[src/rtl/arb_pkg.sv]
// arb_pkg -- shared definitions for the priority scan arbiter.
//   arb_state_t : FSM state encoding (IDLE / SCAN / GRANT)
//   N_REQ       : number of requesters (4)
//   PRIO_W      : priority field width per requester (2)
//   TIMEOUT_CYC : default grant watchdog limit in cycles (15)
package arb_pkg;

    localparam int N_REQ       = 4;
    localparam int PRIO_W      = 2;
    localparam int TIMEOUT_CYC = 15;

    typedef enum logic [1:0] {
        IDLE  = 2'd0,
        SCAN  = 2'd1,
        GRANT = 2'd2
    } arb_state_t;

endpackage

[src/rtl/prio_gt_cmp.sv]
// prio_gt_cmp -- unsigned "strictly greater than" comparator for 2-bit
// priorities. Purely combinational.
//   a   : in  [1:0]  candidate priority
//   b   : in  [1:0]  current best priority
//   res : out        1 when a > b
module prio_gt_cmp (
    input  logic [1:0] a,
    input  logic [1:0] b,
    output logic       res
);

    assign res = (a > b);

endmodule

[src/rtl/prio_scan_arbiter.sv]
// prio_scan_arbiter -- sequential priority arbiter. A nonzero request
// vector seen in IDLE is snapshotted (with priorities), then SCAN visits
// one candidate per cycle in round-robin order starting at rr_ptr and
// keeps the highest priority seen (ties keep the earliest candidate).
// GRANT drives the winner until its live request drops.
//
// Optional feature: define ARB_WATCHDOG_EN to force a grant release after
// TIMEOUT_CYC cycles of continuous grant, flagged by a one-cycle timeout.
//
// Ports:
//   clk        : in   clock, rising edge
//   rst        : in   synchronous active-high reset
//   req        : in   [N_REQ-1:0] request levels
//   prio       : in   [N_REQ*PRIO_W-1:0] priorities, requester i at [2i+1:2i]
//   gnt        : out  [N_REQ-1:0] one-hot grant or zero
//   gnt_idx    : out  [1:0] binary index of the granted requester
//   gnt_valid  : out  high exactly when gnt is nonzero
//   busy       : out  high in SCAN and GRANT
//   timeout    : out  one-cycle pulse on a watchdog release (0 without it)
//   dbg_state  : out  [1:0] current FSM state (arb_pkg::arb_state_t)
//   dbg_rr_ptr : out  [1:0] round-robin start pointer
//
// Handshake: req is a level; a requester keeps req high while it wants the
// resource and the grant is held until that level drops (or the watchdog
// fires). gnt is registered: it rises N_REQ+1 cycles after the sampling
// edge and falls on the edge after req[best] is seen low.
module prio_scan_arbiter #(
    parameter int N_REQ       = arb_pkg::N_REQ,
    parameter int PRIO_W      = arb_pkg::PRIO_W,
    parameter int TIMEOUT_CYC = arb_pkg::TIMEOUT_CYC
) (
    input  logic                      clk,
    input  logic                      rst,
    input  logic [N_REQ-1:0]          req,
    input  logic [N_REQ*PRIO_W-1:0]   prio,
    output logic [N_REQ-1:0]          gnt,
    output logic [1:0]                gnt_idx,
    output logic                      gnt_valid,
    output logic                      busy,
    output logic                      timeout,
    output logic [1:0]                dbg_state,
    output logic [1:0]                dbg_rr_ptr
);

    import arb_pkg::*;

    arb_state_t                state_q, state_d;
    logic [1:0]                k_q, k_d;
    logic [1:0]                rr_q, rr_d;
    logic [1:0]                best_q, best_d;
    logic                      best_vld_q, best_vld_d;
    logic [N_REQ-1:0]          req_snap_q, req_snap_d;
    logic [N_REQ*PRIO_W-1:0]   prio_snap_q, prio_snap_d;
    // gnt_on separates the first GRANT cycle (result settling) from the
    // cycles in which the grant is actually driven.
    logic                      gnt_on_q, gnt_on_d;

    logic [1:0]        cand;
    logic [PRIO_W-1:0] cand_prio;
    logic [PRIO_W-1:0] best_prio;
    logic              cand_gt;
    logic              wd_expired;

    assign cand      = rr_q + k_q;   // 2-bit add wraps mod 4
    assign cand_prio = prio_snap_q[{cand, 1'b0} +: PRIO_W];
    assign best_prio = prio_snap_q[{best_q, 1'b0} +: PRIO_W];

    prio_gt_cmp u_cmp (
        .a   (cand_prio),
        .b   (best_prio),
        .res (cand_gt)
    );

`ifdef ARB_WATCHDOG_EN
    localparam int              WD_W    = $clog2(TIMEOUT_CYC + 1);
    localparam logic [WD_W-1:0] WD_LAST = WD_W'(TIMEOUT_CYC - 1);

    logic [WD_W-1:0] wd_q, wd_d;
    logic            timeout_q, timeout_d;

    // wd_q counts completed grant cycles; at WD_LAST the coming edge ends
    // the TIMEOUT_CYC-th cycle of grant.
    assign wd_expired = gnt_on_q && (wd_q == WD_LAST) && req[best_q];

    always_comb begin
        wd_d      = '0;
        timeout_d = 1'b0;
        if (state_q == GRANT && gnt_on_q && req[best_q]) begin
            if (wd_expired) begin
                timeout_d = 1'b1;
            end else begin
                wd_d = wd_q + 1'b1;
            end
        end
    end

    always_ff @(posedge clk) begin
        if (rst) begin
            wd_q      <= '0;
            timeout_q <= 1'b0;
        end else begin
            wd_q      <= wd_d;
            timeout_q <= timeout_d;
        end
    end

    assign timeout = timeout_q;
`else
    assign wd_expired = 1'b0;
    assign timeout    = 1'b0;
`endif

    always_comb begin
        state_d     = state_q;
        k_d         = k_q;
        rr_d        = rr_q;
        best_d      = best_q;
        best_vld_d  = best_vld_q;
        req_snap_d  = req_snap_q;
        prio_snap_d = prio_snap_q;
        gnt_on_d    = gnt_on_q;
        case (state_q)
            IDLE: begin
                if (|req) begin
                    req_snap_d  = req;
                    prio_snap_d = prio;
                    k_d         = 2'd0;
                    best_vld_d  = 1'b0;
                    state_d     = SCAN;
                end
            end
            SCAN: begin
                if (req_snap_q[cand] && (!best_vld_q || cand_gt)) begin
                    best_d     = cand;
                    best_vld_d = 1'b1;
                end
                k_d = k_q + 2'd1;
                if (k_q == 2'(N_REQ - 1)) begin
                    state_d = GRANT;
                end
            end
            GRANT: begin
                if (!gnt_on_q) begin
                    gnt_on_d = 1'b1;
                end else if (!req[best_q] || wd_expired) begin
                    gnt_on_d   = 1'b0;
                    best_vld_d = 1'b0;
                    k_d        = 2'd0;
                    rr_d       = best_q + 2'd1;
                    state_d    = IDLE;
                end
            end
            default: begin
                state_d  = IDLE;
                gnt_on_d = 1'b0;
            end
        endcase
    end

    always_ff @(posedge clk) begin
        if (rst) begin
            state_q     <= IDLE;
            k_q         <= 2'd0;
            rr_q        <= 2'd0;
            best_q      <= 2'd0;
            best_vld_q  <= 1'b0;
            req_snap_q  <= '0;
            prio_snap_q <= '0;
            gnt_on_q    <= 1'b0;
        end else begin
            state_q     <= state_d;
            k_q         <= k_d;
            rr_q        <= rr_d;
            best_q      <= best_d;
            best_vld_q  <= best_vld_d;
            req_snap_q  <= req_snap_d;
            prio_snap_q <= prio_snap_d;
            gnt_on_q    <= gnt_on_d;
        end
    end

    assign gnt        = gnt_on_q ? (N_REQ'(1) << best_q) : '0;
    assign gnt_idx    = gnt_on_q ? best_q : 2'd0;
    assign gnt_valid  = gnt_on_q;
    assign busy       = (state_q != IDLE);
    assign dbg_state  = state_q;
    assign dbg_rr_ptr = rr_q;

endmodule

[config.mk]
export PLATFORM = sky130hd
export DESIGN_NAME = prio_scan_arbiter
export DESIGN_NICKNAME = d
export VERILOG_FILES = /design/src/rtl/arb_pkg.sv /design/src/rtl/prio_gt_cmp.sv /design/src/rtl/prio_scan_arbiter.sv
export SDC_FILE = /design/constraint.sdc
export NUM_CORES = 1
export LEC_CHECK = 0
export ABC_AREA = 1
export CAP_MARGIN = 0
export CORE_UTILIZATION = 57
export CTS_BUF_LIST = sky130_fd_sc_hd__clkbuf_8
export CTS_CLUSTER_SIZE = 40
export DETAILED_ROUTE_END_ITERATION = 8
export PLACE_DENSITY_LB_ADDON = 0.12
export SETUP_SLACK_MARGIN = 0.5
export SLEW_MARGIN = 25
export SYNTH_ARGS = -nofsm -noshare
export SYNTH_HDL_FRONTEND = slang
export SYNTH_SLANG_ARGS = --single-unit
[constraint.sdc]
create_clock -name clk -period 3 [get_ports clk]
set_input_delay 0.3 -clock clk [delete_from_list [all_inputs] [get_ports clk]]
set_output_delay 0.3 -clock clk [all_outputs]
set_load 0.01 [all_outputs]
Word-level counts from Yosys, hierarchy flattened
Index checks and enable logic that the tools add are counted.
{"block": "totals", "in_bits": 14, "regBits": 22, "word_cells": 61, "out_inout_bits": 13}
{"block": "classes", "n_bitwise": 1, "n_lt_le_gt_ge": 3, "eq_ne": 8, "mux": 21, "n_addsub": 3, "n_reduce_logical": 14, "n_shift": 3}
{"operator": "8-bit by 4-bit variable part select with 2-bit output", "count": 2}
{"operator": "2-bit 2-to-1 mux", "count": 6}
{"operator": "2-bit case mux with 3 select lines", "count": 2}
{"operator": "2-bit inequality test (second input constant)", "count": 5}
{"operator": "1-bit 2-to-1 mux", "count": 8}
{"operator": "4-bit AND reduction", "count": 2}
{"operator": "2-bit by 3-bit less-than comparator with 1-bit output (second input constant)", "count": 2}
{"operator": "5-bit AND reduction", "count": 1}
{"operator": "2-bit by 1-bit adder with 2-bit output (second input constant)", "count": 2}
{"operator": "1-bit binary-select mux with 2-bit select", "count": 2}
{"operator": "2-bit == test (second input constant)", "count": 2}
{"operator": "4-bit 2-to-1 mux", "count": 1}
{"operator": "2-bit AND reduction", "count": 2}
{"operator": "4-bit OR reduction", "count": 1}
{"operator": "1-bit by 2-bit left shift with 4-bit output (first input constant)", "count": 1}
{"operator": "1-bit case mux with 3 select lines", "count": 1}
{"operator": "3-bit AND reduction", "count": 1}
{"operator": "3-bit nonzero test", "count": 1}
{"operator": "2-bit adder", "count": 1}
{"operator": "2-bit by 1-bit == test with 1-bit output (second input constant)", "count": 1}
{"operator": "2-bit > comparator", "count": 1}
{"operator": "2-bit logical NOT", "count": 1}
{"operator": "1-bit case mux with 2 select lines", "count": 1}
{"operator": "2-bit nonzero test", "count": 1}
{"operator": "5 further kinds", "count": 5}

Longest topological paths before layout
Gate-level depths: netlist of run 1.
{"block": "depth", "word_depth": 7, "mapped_depth": 16, "mapped_depth_nobuf": 16}

By module
From an unflattened synthesis of run 1, not the netlist that was laid out.
{"block": "hier_totals", "hier_cells": 203, "area_unflattened_um2": 1440.1}
{"mod": "prio_scan_arbiter", "cells_per_inst": 193, "area_each_um2": 1380.1, "n_inst": 1, "seq_area_each_um2": 440.4}
{"mod": "prio_gt_cmp", "cells_per_inst": 10, "area_each_um2": 60.1, "n_inst": 1, "seq_area_each_um2": 0.0}

Least setup slack after synthesis of run 1
No wires, ideal clock.
{"block": "synth_timing", "path_type": "register to register", "start": "reg rr_q[0], in the netlist dbg_rr_ptr[0]", "end": "reg best_q[0]", "slack_ns": 1.024, "path_buffers": 1, "arrival_time_ns": 1.912, "stages_incl_launch_ff": 14, "t_required_ns": 2.936, "setup_ns": 0.064, "period_less_slack_ns": 1.976, "path_cell_list": "dfxtp_1 > ha_1 > buf_4 > o211ai_1 > o21ai_0 > ha_1 > inv_1 > o21bai_1 > nand2_1 > nand2_1 > nand4_1 > nand2_1 > inv_1 > nor2_1"}
{"block": "synth_between", "elab_chain_len": 6, "word_cells_on_any_way": 8, "classes_between": "1 x add/sub; 1 x order compare; 1 x shift; 2 x mux; 3 x reduce/logical"}
{"element": "from (decl)", "line": "prio_scan_arbiter.sv:49", "source": "logic [1:0] rr_q, rr_d;"}
{"element": "from (signal assigned)", "line": "prio_scan_arbiter.sv:173", "source": "rr_q <= rr_d;"}
{"element": "2-bit adder (*)", "line": "prio_scan_arbiter.sv:64", "source": "assign cand = rr_q + k_q;"}
{"element": "net cand[0]", "line": "prio_scan_arbiter.sv:58", "source": "logic [1:0] cand;"}
{"element": "8-bit by 4-bit variable part select with 2-bit output", "line": "prio_scan_arbiter.sv:65", "source": "assign cand_prio = prio_snap_q[{cand, 1'b0} +: PRIO_W];"}
{"element": "2-bit > comparator", "line": "prio_gt_cmp.sv:12", "source": "assign res = (a > b);"}
{"element": "1-bit logical OR", "line": "prio_scan_arbiter.sv:133", "source": "if (req_snap_q[cand] && (!best_vld_q || cand_gt)) begin"}
{"element": "1-bit logical AND", "line": "prio_scan_arbiter.sv:133"}
{"element": "2-bit AND reduction (no line)"}
{"element": "to (signal assigned)", "line": "prio_scan_arbiter.sv:174", "source": "best_q <= best_d;"}
{"element": "to (decl)", "line": "prio_scan_arbiter.sv:50", "source": "logic [1:0] best_q, best_d;"}
The timed path passes the listed nets; every way through them passes the cells marked *. The select of a mux whose other input is x is not followed.
A chain may end at the register's enable or synchronous reset.

Final worst setup path of run 1
{"block": "layout_timing", "start": "reg k_q[0]", "end": "reg best_q[0]"}
{"block": "layout_between", "elab_chain_len": 6, "word_cells_on_any_way": 8, "classes_between": "1 x add/sub; 1 x order compare; 1 x shift; 2 x mux; 3 x reduce/logical"}
{"element": "from (decl)", "line": "prio_scan_arbiter.sv:48", "source": "logic [1:0] k_q, k_d;"}
{"element": "from (signal assigned)", "line": "prio_scan_arbiter.sv:172", "source": "k_q <= k_d;"}
{"element": "2-bit adder (*)", "line": "prio_scan_arbiter.sv:64"}
{"element": "net cand[0]", "line": "prio_scan_arbiter.sv:58"}
{"element": "8-bit by 4-bit variable part select with 2-bit output", "line": "prio_scan_arbiter.sv:65"}
{"element": "2-bit > comparator", "line": "prio_gt_cmp.sv:12"}
{"element": "1-bit logical OR", "line": "prio_scan_arbiter.sv:133"}
{"element": "1-bit logical AND", "line": "prio_scan_arbiter.sv:133"}
{"element": "2-bit AND reduction (no line)"}
Marked as above.

==> results.ini, run 1 <==
[critical_path]
worstSetupEndpoint = best_q[0]
critical_path_peak_fanout = 11
critPathLaunchType = register
critical_path_class = reg2reg
reg2reg_depth = 13
end_kind = register
critPathArrivalTime_ps = 2470
r2r_slack_ps = 740
reg2reg_from = k_q[0]
r2r-end = best_q[0]
worst_ep_required_time_ps = 3210
cp-startpoint = k_q[0]

[layout]
fin_area_mm2 = 0.00165
n_antenna_cell = 0
areaGrowthSynthToFinish_pct = 20.9
fill_cells = 177
drive_gt1_share_pct = 9.42
mostFrequentLayoutCell = nand2_1
mostFrequentLayoutCells = nand2_1 (51), inv_1 (33), clkdlybuf4s50_1 (25)
nNetsFinal = 246

[sta]
skew_ps = 2.80
min_period_ps = 2260
hold_violations = 0
max_slew.worst_pin.slew_ps = 596
max_freq_ghz = 0.442
slew-limit-headroom_pct = 60.2
timing.final.crit_share_pct = 75.4
slew_viol_final = 0
tns_ps = 0
rsz0062_at_grt = false
setup_viol = 0

[routing]
num_vias = 1347
finalWirelength_um = 3100
wl_per_cell_um = 12.4
ant_nets = 0
drtPass1Iterations = 4
drt_iter0_markers = 35
drc_errors = 0
via_per_inst = 5.37

[clocking]
clock_path_buffers = 2
root_buffer = clkbuf_8
postCtsHoldBufs = 0
ctsHtreeMaxLevel = 1
ctsResizeCount = 0
clk_latency_ps = 260
cts_buffers = 3
cts_num_sinks = 22
clk_pin_slew_ps = 80
cts_tree = yes
cts_setup_buffers = 0

[place]
dp_hpwl_um = 2240
port_buffers = 25
gp_congestion = 0.904
placed_area_mm2 = 0.00160

[power_and_ir_drop]
switchingPower_mw = 0.208
pwr-share-clk_pct = 30.7
swShare_pct = 29.7
power_density_mw_per_mm2 = 425
p_leak_nw = 0.762
vdd_drop_max_mv = 0.401
comb_power_share_pct = 22.2
p_seq_share_pct = 47.1
p_int_mw = 0.493

[synthesis]
synth_area_mm2 = 0.00137
ys_ff_latch = 22
synth.avg_cell_area_um2 = 6.76
yosys_warnings = 0
synth_cell_types = 24
synth_cells = 202
syn-num-nets = 224
yosysSeqAreaShare_pct = 32.3

[die]
initial_core_util_pct = 61.1
fp-row-count = 17
coreArea_mm2 = 0.00223
dieHeight_um = 50.9
die_w_um = 50.9
io_pins = 27
dieArea_mm2 = 0.00259

[grt]
grt_max_degree = 22
grt_usage_pct = 27.7
antenna_found_initial = 0
grt_pass1_vias = 1212
grt_pass1_wl_um = 5260
grt-ovfl-total = 0

[job]
drv_cap = 0

[hold_path]
hold_path_startpoint = best_vld_q
hp-class = reg2reg

[outcome]
status = complete, no violations

metrics by stage:
stage	cells	total power, mW	utilization, %	setup WS [ps]	hold WS, ps
final	251	0.701	73.9	737	476
after global placement	247	0.480	71.4	1010	455
after detailed placement	247	0.486	71.4	890	458
after global routing	251	0.737	73.9	520	505
after CTS	251	0.702	73.9	805	476
after floorplan	202	0.444	-	1020	438
per-layer routing:
metal | share of wire, % | vias to the layer above | track usage [%]
li1 | - | 683 | -
met1 | 43 | 606 | 32.3
met2 | 50 | 48 | 49.1
met3 | 5.2 | 10 | 4.46
met4 | 2.3 | 0 | 12.5
met5 | 0 | - | 0
registers in the layout (all words and copies together) (netlist names):
register and count:
dbg_rr_ptr 2, dbg_state 2, req_snap_q 4, best_vld_q 1
prio_snap_q 8, k_q 2, best_q 2, gnt_valid 1
worst min path at each step:
stage                     end  slack [ps]  depth (start not counted)
6_report           best_vld_q         480                          2
4_1_cts            best_vld_q         480                          2
2_1_floorplan  prio_snap_q[1]         440                          2
3_3_place_gp       best_vld_q         450                          2
5_1_grt        prio_snap_q[6]         510                          2
3_5_place_dp       best_vld_q         460                          2
Yosys cell counts, drive strengths merged:
cell type / n / share of area (%)
a21oi: 23 / 9.3
a31oi: 2 / 0.92
buf: 8 / 4.0
conb: 1 / 0.27
dfxtp: 22 / 32
ha: 8 / 7.3
inv: 37 / 10
nand2: 54 / 15
nand3: 10 / 5.1
nand4: 4 / 1.8
nor2: 9 / 3.8
o211ai: 2 / 1.1
o21ai: 20 / 7.3
o21bai: 1 / 0.55
or2: 1 / 0.46
area by class of cell:
class,count,area [um^2],share of cell area (%)
inverters,37,141,8.57
clock buffers,4,55.1,3.34
repair buffers,25,250,15.2
multi-input cells,135,728,44.1
well taps,28,35.0,2.12
flip-flops and latches,22,440,26.7
power by group through the flow:
stage | registers, mW | logic (mW) | clock network, mW
after floorplan | 0.330 | 0.113 | 0
after global placement | 0.336 | 0.144 | 0
after detailed placement | 0.336 | 0.150 | 0
after CTS | 0.330 | 0.154 | 0.218
after global routing | 0.333 | 0.176 | 0.228
final | 0.330 | 0.156 | 0.215
cells by family after synthesis:
kind of cell	synth area share (%)
simple gates	26.6
compound gates	19.2
buf+inv	14.4
flops	32.3
fa+ha+maj	7.33
other cells	0.275
worst max-delay path, cell delays in order (launching register included):
cell and delay, ps:
dfxtp_1 350, ha_1 470, nand2_1 100, o211ai_1 110
o21ai_0 140, ha_1 330, inv_1 50, o21bai_1 130
nand2_1 70, nand2_1 110, nand4_1 130, nand2_1 80
inv_1 40, nor2_1 90
Power figures use the tool's default switching activity.
==> run 2: changes to the inputs <==
--- a/config.mk
+++ b/config.mk
@@ -7,7 +7,7 @@
 export LEC_CHECK = 0
 export ABC_AREA = 1
 export CAP_MARGIN = 0
-export CORE_UTILIZATION = 57
+export CORE_UTILIZATION = 53
 export CTS_BUF_LIST = sky130_fd_sc_hd__clkbuf_8
 export CTS_CLUSTER_SIZE = 40
 export DETAILED_ROUTE_END_ITERATION = 8
==> constraint.sdc (replaced) <==
create_clock -name clk -period 2.2 [get_ports clk]
set_input_delay 0.22 -clock clk [delete_from_list [all_inputs] [get_ports clk]]
set_output_delay 0.22 -clock clk [all_outputs]
set_load 0.01 [all_outputs]
==> results.ini, run 2 (same netlist as run 1, synthesis figures left out) <==
[sta]
max_freq_ghz = 0.520  ; +18%
hold_violations = 0  ; unchanged
timing.final.crit_share_pct = 87.5  ; +12 points
setup_viol = 0  ; unchanged
tns_ps = 0  ; unchanged
min_period_ps = 1920  ; -338 ps
slew_viol_final = 0  ; unchanged
skew_ps = 4.58  ; +1.78 ps
rsz0062_at_grt = true

[critical_path]
reg2reg_depth = 13  ; unchanged
r2r_slack_ps = 280  ; -460 ps
critPathArrivalTime_ps = 2130  ; -340 ps
r2r-end = best_q[0]
cp-startpoint = dbg_rr_ptr[0]
cp.depth = 13  ; unchanged
end_kind = register
cpPeakStageDelay_ps = 360  ; -110 ps
reg2reg_from = dbg_rr_ptr[0]
timing.critical_path.mode_cell = nand2_1
worst-path-buf-inv = 2  ; unchanged
critPathTopFamily = adder cells
worst_ep_required_time_ps = 2410  ; -800 ps
worstSetupEndpoint = best_q[0]
cp_slowest_cell = dfxtp_4
critical_path_class = reg2reg
crit_chain = ha_4 > nand2_1 > o211ai_1 > o21ai_1 > ha_1 > inv_1 > o21bai_1 > nand2_1 > nand2_2 > nand4_1 > nand2_1 > inv_1 > nor2_1
critical_path_peak_fanout = 10  ; -1
critPathLaunchType = register

[clocking]
root_buffer = clkbuf_8
clk_pin_slew_ps = 90  ; about the same
ctsHtreeMaxLevel = 1  ; unchanged
postCtsHoldBufs = 0  ; unchanged
cts_tree = yes
clk_latency_ps = 270  ; about the same
cts_num_sinks = 22  ; unchanged
cts_buffers = 3  ; unchanged
clock_path_buffers = 2  ; unchanged

[place]
dp_hpwl_um = 2310  ; +2.8%
port_buffers = 25  ; unchanged
gp_congestion = 0.882  ; -2.5%

[die]
die_w_um = 52.8  ; +3.6%
coreArea_mm2 = 0.00245  ; +9.9%
io_pins = 27  ; unchanged
dieHeight_um = 52.8  ; +3.6%
initial_core_util_pct = 55.6  ; -5.5 points
dieArea_mm2 = 0.00278  ; +7.3%
fp-row-count = 18  ; +1

[layout]
areaGrowthSynthToFinish_pct = 29.3
reg_top3 = prio_snap_q: 8 flops, req_snap_q: 4 flops
max_flop_register = prio_snap_q
n_antenna_cell = 0  ; unchanged
mostFrequentLayoutCell = nand2_1
fill_cells = 210  ; +19%
mostFrequentLayoutCells = nand2_1 (49), inv_1 (32), a21oi_1 (20)
drive_gt1_share_pct = 18.6  ; +9.2 points
nNetsFinal = 254  ; +3.3%
largest_reg_flops = 8  ; unchanged

[routing]
drt_iter0_markers = 29  ; -17%
ant_nets = 0  ; unchanged
wl_per_cell_um = 12.4  ; about the same
via_per_inst = 5.23  ; -2.5%
num_vias = 1365  ; +1.3%
drc_errors = 0  ; unchanged
finalWirelength_um = 3230  ; +4.1%
drtPass1Iterations = 5  ; +1

[power_and_ir_drop]
vdd_drop_max_mv = 0.467  ; +17%
p_seq_share_pct = 45.5  ; -1.6 points
power_density_mw_per_mm2 = 558  ; +31%
pwr-share-clk_pct = 30.9  ; +0.2 points
finalPower_mw = 0.985  ; +40%
comb_power_share_pct = 23.5  ; +1.3 points
swShare_pct = 30.2  ; +0.51 points
switchingPower_mw = 0.297  ; +43%
p_int_mw = 0.688  ; +39%
p_leak_nw = 0.876  ; +15%

[grt]
grt_pass1_vias = 1196  ; -1.3%
grt_max_degree = 22  ; unchanged
antenna_found_initial = 0  ; unchanged
grt-ovfl-total = 0  ; unchanged
grt_usage_pct = 25.3  ; -2.4 points
grt_pass1_wl_um = 5070  ; -3.7%

[hold_path]
hp-class = reg2reg

[job]
drv_cap = 0  ; unchanged

[outcome]
status = complete, no violations

[run 2: cell types whose count changed in the layout (fill, tap and decap cells not counted), sizes merged]
| cell | change |
|---|---|
| dlymetal6s2s | +3 |
| buf | +8 |
| dlygate4sd2 | +3 |
| clkdlybuf4s50 | -6 |
[run 2: per-layer routing]
metal / track usage (%) / up-vias / part of all wire, %
li1: - / 698 / -
met1: 30.0 / 616 / 45
met2: 44.7 / 44 / 48
met3: 4.06 / 7 / 4.6
met4: 10.1 / 0 / 1.8
met5: 0 / - / 0
[run 2: final cells by class]
cell class,instances,area (um^2),share of cell area [%]
Clock buffer,4,55.1,3.12
Inverter,37,144,8.15
Multi-Input combinational cell,135,756,42.8
Sequential cell,22,459,26.0
Tap cell,30,37.5,2.13
Timing Repair Buffer,33,314,17.8
[run 2: timing repair]
item | in CTS | in global routing
pin swaps | 2 | 0
resized for setup | 11 | 9
setup buffers | 6 | 0
endpoints found under the setup margin | 8 | 8
[run 2: metrics by stage]
stage          worst slack [ps]  area, um^2  instances  utilization (%)  hold WS [ps]
6_report                    276        1770        261             71.9           476
5_1_grt                     151        1770        261             71.9           500
4_1_cts                     306        1750        261             71.1           477
3_5_place_dp                300        1630        251             66.5           466
3_3_place_gp                348        1630        251             66.5           453
2_1_floorplan               366        1390        202                -           369
[run 2: power by group through the flow]
stage | sequential (mW) | clock, mW | combinational (mW)
CTS | 0.448 | 0.305 | 0.228
global route | 0.452 | 0.317 | 0.257
floorplan | 0.450 | 0 | 0.159
detailed placement | 0.458 | 0 | 0.214
global placement | 0.456 | 0 | 0.207
finish | 0.449 | 0.305 | 0.232
[run 2: worst min path at each step]
stage | cells past startpoint | end | startpoint | slack (ps)
finish | 2 | req_snap_q[0] | req_snap_q[0] | 480
global placement | 2 | req_snap_q[2] | req_snap_q[2] | 450
CTS | 2 | req_snap_q[0] | req_snap_q[0] | 480
floorplan | 2 | req_snap_q[0] | req[0] | 370
global route | 2 | prio_snap_q[6] | prio_snap_q[6] | 500
detailed placement | 2 | req_snap_q[0] | req_snap_q[0] | 470
[run 2: worst min-delay path: stages, from the launching register on]
cell and delay [ps]:
dfxtp_1 320, nand2_1 60, a21oi_1 50
